==> src/rtl/ram_arb_pkg.sv <==
// Shared types and default widths for the two-port RAM arbiter.
package ram_arb_pkg;

  // Top-level sequencer state: fill the RAM after reset, then arbitrate.
  typedef enum logic {
    ST_INIT = 1'b0,
    ST_ARB  = 1'b1
  } arb_state_t;

  localparam int DEF_ADDR_W = 11;
  localparam int DEF_DATA_W = 2;

endpackage

==> src/rtl/rr_arb2.sv <==
// Two-input round-robin grant logic with its last-winner register.
// A lone request is granted outright; under contention the port that did
// not win most recently is granted, so a continuously requesting port gets
// every other cycle.
module rr_arb2 (
  input  logic clk,
  input  logic rst,
  input  logic en,
  input  logic req0,
  input  logic req1,
  output logic gnt0,
  output logic gnt1,
  output logic last
);

  // last_q = 1 means port 1 won most recently, so port 0 wins the first tie.
  logic last_q;

  // Combinational grant: single request wins, a tie goes to the non-last port.
  always_comb begin
    gnt0 = 1'b0;
    gnt1 = 1'b0;
    if (en) begin
      if (req0 && req1) begin
        gnt0 = last_q;
        gnt1 = !last_q;
      end else begin
        gnt0 = req0;
        gnt1 = req1;
      end
    end
  end

  // Track the winner of every granted cycle.
  always_ff @(posedge clk) begin
    if (rst) begin
      last_q <= 1'b1;
    end else if (gnt0 || gnt1) begin
      last_q <= gnt1;
    end
  end

  assign last = last_q;

endmodule

==> src/rtl/ram_port_arbiter.sv <==
// Shares one registered-read RAM port between two clients.
// After reset an optional fill sequencer writes FILL_VALUE to every address,
// then the port is handed to a round-robin arbiter. Read data comes straight
// from the RAM output one cycle after the grant.
//
// Client handshake: a client raises REQx together with WEx/ADDRx/DIx and
// keeps all of them stable until it sees GNTx high. GNTx is combinational
// and means the access is issued to the RAM in that same cycle, so the
// client may drop or change its request on the following cycle. A granted
// read is answered by a one-cycle VLDx pulse with DOx on the next cycle;
// writes produce no response.
module ram_port_arbiter
  import ram_arb_pkg::*;
#(
  parameter int                ADDR_W      = DEF_ADDR_W,
  parameter int                DATA_W      = DEF_DATA_W,
  parameter int                DEPTH       = 2048,
  parameter logic [DATA_W-1:0] FILL_VALUE  = '0,
  parameter bit                INIT_ENABLE = 1'b1
) (
  input  logic              CLK,
  input  logic              RST,
  input  logic              REQ0,
  input  logic              REQ1,
  input  logic              WE0,
  input  logic              WE1,
  input  logic [ADDR_W-1:0] ADDR0,
  input  logic [ADDR_W-1:0] ADDR1,
  input  logic [DATA_W-1:0] DI0,
  input  logic [DATA_W-1:0] DI1,
  output logic              GNT0,
  output logic              GNT1,
  output logic [DATA_W-1:0] DO0,
  output logic [DATA_W-1:0] DO1,
  output logic              VLD0,
  output logic              VLD1,
  output logic              INIT_DONE,
  output logic              RAM_EN,
  output logic              RAM_WE,
  output logic              RAM_RST,
  output logic [ADDR_W-1:0] RAM_ADDR,
  output logic [DATA_W-1:0] RAM_DI,
  input  logic [DATA_W-1:0] RAM_DO,
  output arb_state_t        DBG_STATE
);

  localparam logic [ADDR_W-1:0] LAST_ADDR   = ADDR_W'(DEPTH - 1);
  localparam arb_state_t        RESET_STATE = INIT_ENABLE ? ST_INIT : ST_ARB;

  arb_state_t        state_q, state_d;
  logic [ADDR_W-1:0] cnt_q, cnt_d;
  logic              init_done_q, init_done_d;

  logic              arb_en;
  logic              gnt0, gnt1;
  logic              last_winner;

  logic              pend_q, pend_id_q;
  logic              vld0, vld1;
  logic [DATA_W-1:0] do0_q, do1_q;

  // The arbiter only runs in ARB and never while reset is asserted.
  assign arb_en = (state_q == ST_ARB) && !RST;

  rr_arb2 u_rr_arb2 (
    .clk  (CLK),
    .rst  (RST),
    .en   (arb_en),
    .req0 (REQ0),
    .req1 (REQ1),
    .gnt0 (gnt0),
    .gnt1 (gnt1),
    .last (last_winner)
  );

  // Sequencer state, fill counter and init-done flag.
  always_ff @(posedge CLK) begin
    if (RST) begin
      state_q     <= RESET_STATE;
      cnt_q       <= '0;
      init_done_q <= 1'b0;
    end else begin
      state_q     <= state_d;
      cnt_q       <= cnt_d;
      init_done_q <= init_done_d;
    end
  end

  // Next state plus the RAM port mux: fill writes in INIT, winner in ARB.
  always_comb begin
    state_d     = state_q;
    cnt_d       = cnt_q;
    init_done_d = init_done_q;
    RAM_EN      = 1'b0;
    RAM_WE      = 1'b0;
    RAM_ADDR    = '0;
    RAM_DI      = '0;
    case (state_q)
      ST_INIT: begin
        RAM_EN   = 1'b1;
        RAM_WE   = 1'b1;
        RAM_ADDR = cnt_q;
        RAM_DI   = FILL_VALUE;
        cnt_d    = cnt_q + 1'b1;
        // Leave on the last address so the counter never wraps mid-fill.
        if (cnt_q == LAST_ADDR) begin
          state_d     = ST_ARB;
          cnt_d       = '0;
          init_done_d = 1'b1;
        end
      end
      ST_ARB: begin
        init_done_d = 1'b1;
        if (gnt0) begin
          RAM_EN   = 1'b1;
          RAM_WE   = WE0;
          RAM_ADDR = ADDR0;
          RAM_DI   = DI0;
        end else if (gnt1) begin
          RAM_EN   = 1'b1;
          RAM_WE   = WE1;
          RAM_ADDR = ADDR1;
          RAM_DI   = DI1;
        end
      end
      default: begin
        state_d = RESET_STATE;
      end
    endcase
    // Keep the RAM idle for the whole reset cycle, whatever state_q holds.
    if (RST) begin
      RAM_EN = 1'b0;
      RAM_WE = 1'b0;
    end
  end

  // Remember which port owns the read issued this cycle; writes leave no
  // pending return, so write-first RAM output is never forwarded.
  always_ff @(posedge CLK) begin
    if (RST) begin
      pend_q    <= 1'b0;
      pend_id_q <= 1'b0;
    end else begin
      pend_q    <= (gnt0 && !WE0) || (gnt1 && !WE1);
      pend_id_q <= gnt1;
    end
  end

  assign vld0 = pend_q && !pend_id_q && !RST;
  assign vld1 = pend_q &&  pend_id_q && !RST;

  // Hold the last returned word per port between valid pulses.
  always_ff @(posedge CLK) begin
    if (RST) begin
      do0_q <= '0;
      do1_q <= '0;
    end else begin
      if (vld0) do0_q <= RAM_DO;
      if (vld1) do1_q <= RAM_DO;
    end
  end

  // RAM_DO is already registered inside the RAM, so it is passed through.
  assign DO0       = RST ? '0 : (vld0 ? RAM_DO : do0_q);
  assign DO1       = RST ? '0 : (vld1 ? RAM_DO : do1_q);
  assign VLD0      = vld0;
  assign VLD1      = vld1;
  assign GNT0      = gnt0;
  assign GNT1      = gnt1;
  assign INIT_DONE = init_done_q && !RST;
  assign RAM_RST   = 1'b0;
  assign DBG_STATE = state_q;

endmodule

==> config.mk <==
export PLATFORM = sky130hd
export DESIGN_NAME = ram_port_arbiter
export DESIGN_NICKNAME = d
export VERILOG_FILES = /design/src/rtl/ram_arb_pkg.sv /design/src/rtl/rr_arb2.sv /design/src/rtl/ram_port_arbiter.sv
export SDC_FILE = /design/constraint.sdc
export NUM_CORES = 1
export LEC_CHECK = 0
export CORE_ASPECT_RATIO = 0.9
export CORE_MARGIN = 1
export CORE_UTILIZATION = 39
export CTS_CLUSTER_SIZE = 20
export DETAILED_ROUTE_END_ITERATION = 10
export PLACE_DENSITY = 0.81
export SETUP_SLACK_MARGIN = 0.3
export SLEW_MARGIN = 20
export SYNTH_ARGS = -nofsm -noshare
export SYNTH_HDL_FRONTEND = slang
export SYNTH_SLANG_ARGS = --single-unit
==> constraint.sdc <==
create_clock -name CLK -period 1.9 [get_ports CLK]
set_clock_uncertainty 0.15 [all_clocks]
set_input_delay 0.285 -clock CLK [delete_from_list [all_inputs] [get_ports CLK]]
set_output_delay 0.285 -clock CLK [all_outputs]
set_load 0.1 [all_outputs]
==> results of run 1 <==
[kinds of logic after synthesis]
kind of cell	share of synthesized area, %
muxes	2.63
and+or+nand+nor	27.3
AOI/OAI and AO/OA	24.6
xor gates and xnor gates	2.30
buffers and inverters	6.69
DFF	35.1
adders and majority gates	1.10
other	0.329
[per-stage QoR]
| step | TNS [ns] | setup slack, ns | area, sq um | std cells |
|---|---|---|---|---|
| after floorplan | -1.39 | -0.130 | 1400 | 134 |
| after detailed placement | -7.39 | -0.405 | 2350 | 243 |
| after global placement | -5.81 | -0.324 | 2350 | 243 |
==> results.sh, run 1 <==
export IMPL_clock_sinks=20
export IMPL_h_tree_depth=1
export IMPL_synth_area_leader_cell="dfxtp_1"
export IMPL_yosysWarnings=0
export IMPL_synth_fp_nets=169
export IMPL_yosys_cell_count_top_type="dfxtp_1"
export IMPL_cts_repair_resized=59
export IMPL_ioPinCount=60
export IMPL_yosys_area_top_type_share_pct=35.1
export IMPL_yosysUniqueCellTypes=35
export IMPL_stop_stage="4_1_cts"
export IMPL_syn_area_per_cell_sq_um=8.52
export IMPL_initial_utilization_pct=41.2
export IMPL_ys_seq_elements=20
export IMPL_stop_error="[ERROR DPL-0033] detailed placement checks failed during check placement."
export IMPL_fp_dieW_um=59.0
export IMPL_hold_buffers=0
export IMPL_status="did not finish"
export IMPL_hpwlAfterDp_um=3550
export IMPL_cts_made_buffers=3
export IMPL_synthFlopType="dfxtp_1"
export IMPL_clk_path_buf_depth=2
export IMPL_synth_cells=134
export IMPL_fp_dieH_um=53.3
export IMPL_gp_congestion=0.869
export IMPL_cts_setup_buffers=17
export IMPL_num_rows=18
export IMPL_synth_edf_count=0
export IMPL_synthTopCellsByCount="dfxtp_1, nor2_1, nor2b_1, a221o_1"
export IMPL_synthTopCellsByArea="dfxtp_1, a221o_1, nor2b_1, a21oi_1, nor2_1"
export IMPL_seq_area_frac_synth_pct=35.1
export IMPL_syn_area_sq_um=1140
export IMPL_portBuffers=58
export IMPL_cts_root_buf="clkbuf_4"
export IMPL_async_reset_ff_share_pct=0
==> inputs of run 2 (changes only) <==
--- a/config.mk
+++ b/config.mk
@@ -5,13 +5,10 @@
 export SDC_FILE = /design/constraint.sdc
 export NUM_CORES = 1
 export LEC_CHECK = 0
-export CORE_ASPECT_RATIO = 0.9
-export CORE_MARGIN = 1
-export CORE_UTILIZATION = 39
-export CTS_CLUSTER_SIZE = 20
+export CORE_AREA = 2 2 63 65
 export DETAILED_ROUTE_END_ITERATION = 10
-export PLACE_DENSITY = 0.81
-export SETUP_SLACK_MARGIN = 0.3
+export DIE_AREA = 0 0 65 67
+export PLACE_DENSITY_LB_ADDON = 0.15
 export SLEW_MARGIN = 20
 export SYNTH_ARGS = -nofsm -noshare
 export SYNTH_HDL_FRONTEND = slang
==> results.sh, run 2 <==
export IMPL_clock_sinks=20
export IMPL_hold_ws_ns=0.321
export IMPL_detail_route_wirelength_um=4090
export IMPL_post_dp_cell_area_sq_um=2260
export IMPL_cts_root_buf="clkbuf_8"
export IMPL_initial_utilization_pct=31.6
export IMPL_internal_power_uw=769
export IMPL_finalInstanceArea_sq_um=2450
export IMPL_critPathKind="reg -> out"
export IMPL_grt_ovfl_total=0
export IMPL_synth_cells=134
export IMPL_largest_reg_flops=11
export IMPL_syn_to_final_growth_pct=114
export IMPL_yosysUniqueCellTypes=35
export IMPL_dp_slack_ns=-0.364
export IMPL_pwr_share_seq_pct=41.0
export IMPL_synthTopCellsByCount="dfxtp_1, nor2_1, nor2b_1, a221o_1"
export IMPL_fp_dieH_um=67
export IMPL_coreArea_sq_um=3610
export IMPL_regMostFlops="cnt_q"
export IMPL_peakVddDrop_mv=0.365
export IMPL_fill_cells=272
export IMPL_finalCritPeriodShare_pct=111
export IMPL_ys_seq_elements=20
export IMPL_nets=251
export IMPL_yosys_cell_count_top_type="dfxtp_1"
export IMPL_h_tree_depth=1
export IMPL_synth_edf_count=0
export IMPL_critPathMaxFanout=14
export IMPL_viasPerCell=5.17
export IMPL_syn_area_sq_um=1140
export IMPL_grt_max_degree=15
export IMPL_r2r_cells=5
export IMPL_drc=0
export IMPL_clkSlewWorstSetupHoldPaths_ns=0.07
export IMPL_grt_usage_pct=19.3
export IMPL_vias=1360
export IMPL_cts_made_buffers=3
export IMPL_drt_wirelength_per_cell_um=15.6
export IMPL_violations="negative setup slack"
export IMPL_fp_dieW_um=65
export IMPL_hold_end="init_done_q"
export IMPL_p_sw_share_pct=26.5
export IMPL_syn_area_per_cell_sq_um=8.52
export IMPL_mostFrequentLayoutCell="clkdlybuf4s50_1"
export IMPL_hold_path_class="reg -> reg"
export IMPL_p_leak_nw=0.964
export IMPL_grt_pass1_wl_um=6530
export IMPL_clk_latency_ns=0.26
export IMPL_synthTopCellsByArea="dfxtp_1, a221o_1, nor2b_1, a21oi_1, nor2_1"
export IMPL_synthFlopType="dfxtp_1"
export IMPL_p_total_mw=1.05
export IMPL_status="finished, violations left"
export IMPL_worstSetupStartpointType="register"
export IMPL_ioPinCount=60
export IMPL_ant_nets=0
export IMPL_synth_fp_nets=169
export IMPL_synth_area_leader_cell="dfxtp_1"
export IMPL_yosys_area_top_type_share_pct=35.1
export IMPL_setup_ws_ns=-0.203
export IMPL_gp_congestion=0.802
export IMPL_largestRegisters="cnt_q x11, do0_q x2, do1_q x2"
export IMPL_setup_viol=15
export IMPL_portBuffers=58
export IMPL_powerDensity_nw_per_um2=428
export IMPL_drt_iter0_drc=30
export IMPL_antenna_found_initial=0
export IMPL_slew_limit_headroom_pct=55.3
export IMPL_hold_start="init_done_q"
export IMPL_max_freq_mhz=476
export IMPL_r2r_start="DBG_STATE"
export IMPL_max_slew_worst_pin_slew_ns=0.663
export IMPL_hpwlAfterDp_um=2920
export IMPL_slew_violations=0
export IMPL_yosysWarnings=0
export IMPL_worstPathRequired_ns=1.46
export IMPL_die_area_sq_um=4360
export IMPL_arrival_ns=1.67
export IMPL_finalHoldViolCount=0
export IMPL_dr_pass1_iters=4
export IMPL_num_rows=22
export IMPL_grt_pass1_vias=1405
export IMPL_r2r_end="cnt_q[9]"
export IMPL_regToRegSetupSlack_ns=0.12
export IMPL_diodes=0
export IMPL_drive_above_1_share_pct=40.0
export IMPL_cap_violations=0
export IMPL_clkPwrFrac_pct=36.2
export IMPL_hold_path_cell_count=2
export IMPL_p_comb_share_pct=22.8
export IMPL_rsz0062_at_grt="true"
export IMPL_seq_area_frac_synth_pct=35.1
export IMPL_cp_end_kind="primary output"
export IMPL_switchingPower_uw=277
export IMPL_min_period_ns=2.10
export IMPL_clk_path_buf_depth=2
export IMPL_final_cell_mix="clkdlybuf4s50_1, buf_12, buf_4"
export IMPL_async_reset_ff_share_pct=0
export IMPL_cts_tree="done"
## run 2: cell counts after synthesis
Identical to the previous run, type by type.
## run 2: critical path, cell delays in order, from the launching register on
cell and delay (ns):
dfxtp_4 0.36, buf_4 0.15, nor2b_4 0.12, nor3_2 0.07, buf_12 0.16, a221o_4 0.37
buf_12 0.17
## run 2: metal layers
layer  track usage [%]  up-vias  share of wire [%]  routed length, um
met1              22.9      660                 40               1640
met3              4.22        6                4.9                200
met2              34.7       34                 54               2190
met4              5.59        0                1.6                 65
met5                 0        -                  0                  0
li1                  -      660                  -                  -
## run 2: worst max-delay path by stage
stage                        endpoint      startpoint
after global placement    RAM_ADDR[4]            REQ1
after floorplan              do1_q[0]             RST
after detailed placement  RAM_ADDR[9]            REQ1
after global routing      RAM_ADDR[9]  u_rr_arb2.last
after CTS                 RAM_ADDR[7]  u_rr_arb2.last
final                     RAM_ADDR[9]  u_rr_arb2.last
## run 2: repair_timing
action,4_1_cts,5_1_grt
hold buffers,0,0
buffers inserted,9,1
pin swaps,7,2
setup endpoints to repair,18,19
gates cloned,1,0
hold endpoints to repair,0,0
gates resized for setup,14,6
## run 2: cell families (layout without fill, tap and decap cells)
logic type	Yosys count	after routing	share of synthesized area, %
XOR/XNOR	3	3	2.30
AO/OA/AOI/OAI	35	35	24.6
buffers and inverters	15	96	6.69
flip-flops	20	20	35.1
multiplexers	3	3	2.63
AND/OR/NAND/NOR	56	56	27.3
other	1	1	0.329
adder cells (fa/ha/maj)	1	1	1.10
## run 2: area by class of cell
type	count	area, sq um	area share, %
timing repair buffer	85	1070	43.6
multi-input combinational	99	818	33.5
sequential	20	409	16.7
clock buffer	4	66.3	2.71
tap	48	60.1	2.46
inverter	7	26.3	1.07
## run 2: power groups by stage
| stage | Combinational (mW) | Sequential [mW] | Clock, mW |
|---|---|---|---|
| 3_5_place_dp | 0.236 | 0.440 | 0 |
| 4_1_cts | 0.237 | 0.429 | 0.378 |
| 5_1_grt | 0.251 | 0.431 | 0.397 |
| 2_1_floorplan | 0.106 | 0.439 | 0 |
| 3_3_place_gp | 0.232 | 0.440 | 0 |
| 6_report | 0.238 | 0.430 | 0.379 |
## run 2: per-stage QoR
| step | TNS (ns) | cells | util, % |
|---|---|---|---|
| floorplan | -10.73 | 134 | - |
| global placement | -4.45 | 249 | 62.6 |
| detailed placement | -4.94 | 249 | 62.6 |
| CTS | -2.26 | 263 | 67.9 |
| global route | -3.23 | 263 | 67.8 |
| finish | -2.55 | 263 | 67.8 |
No activity file was read; power rests on OpenSTA's default activity.
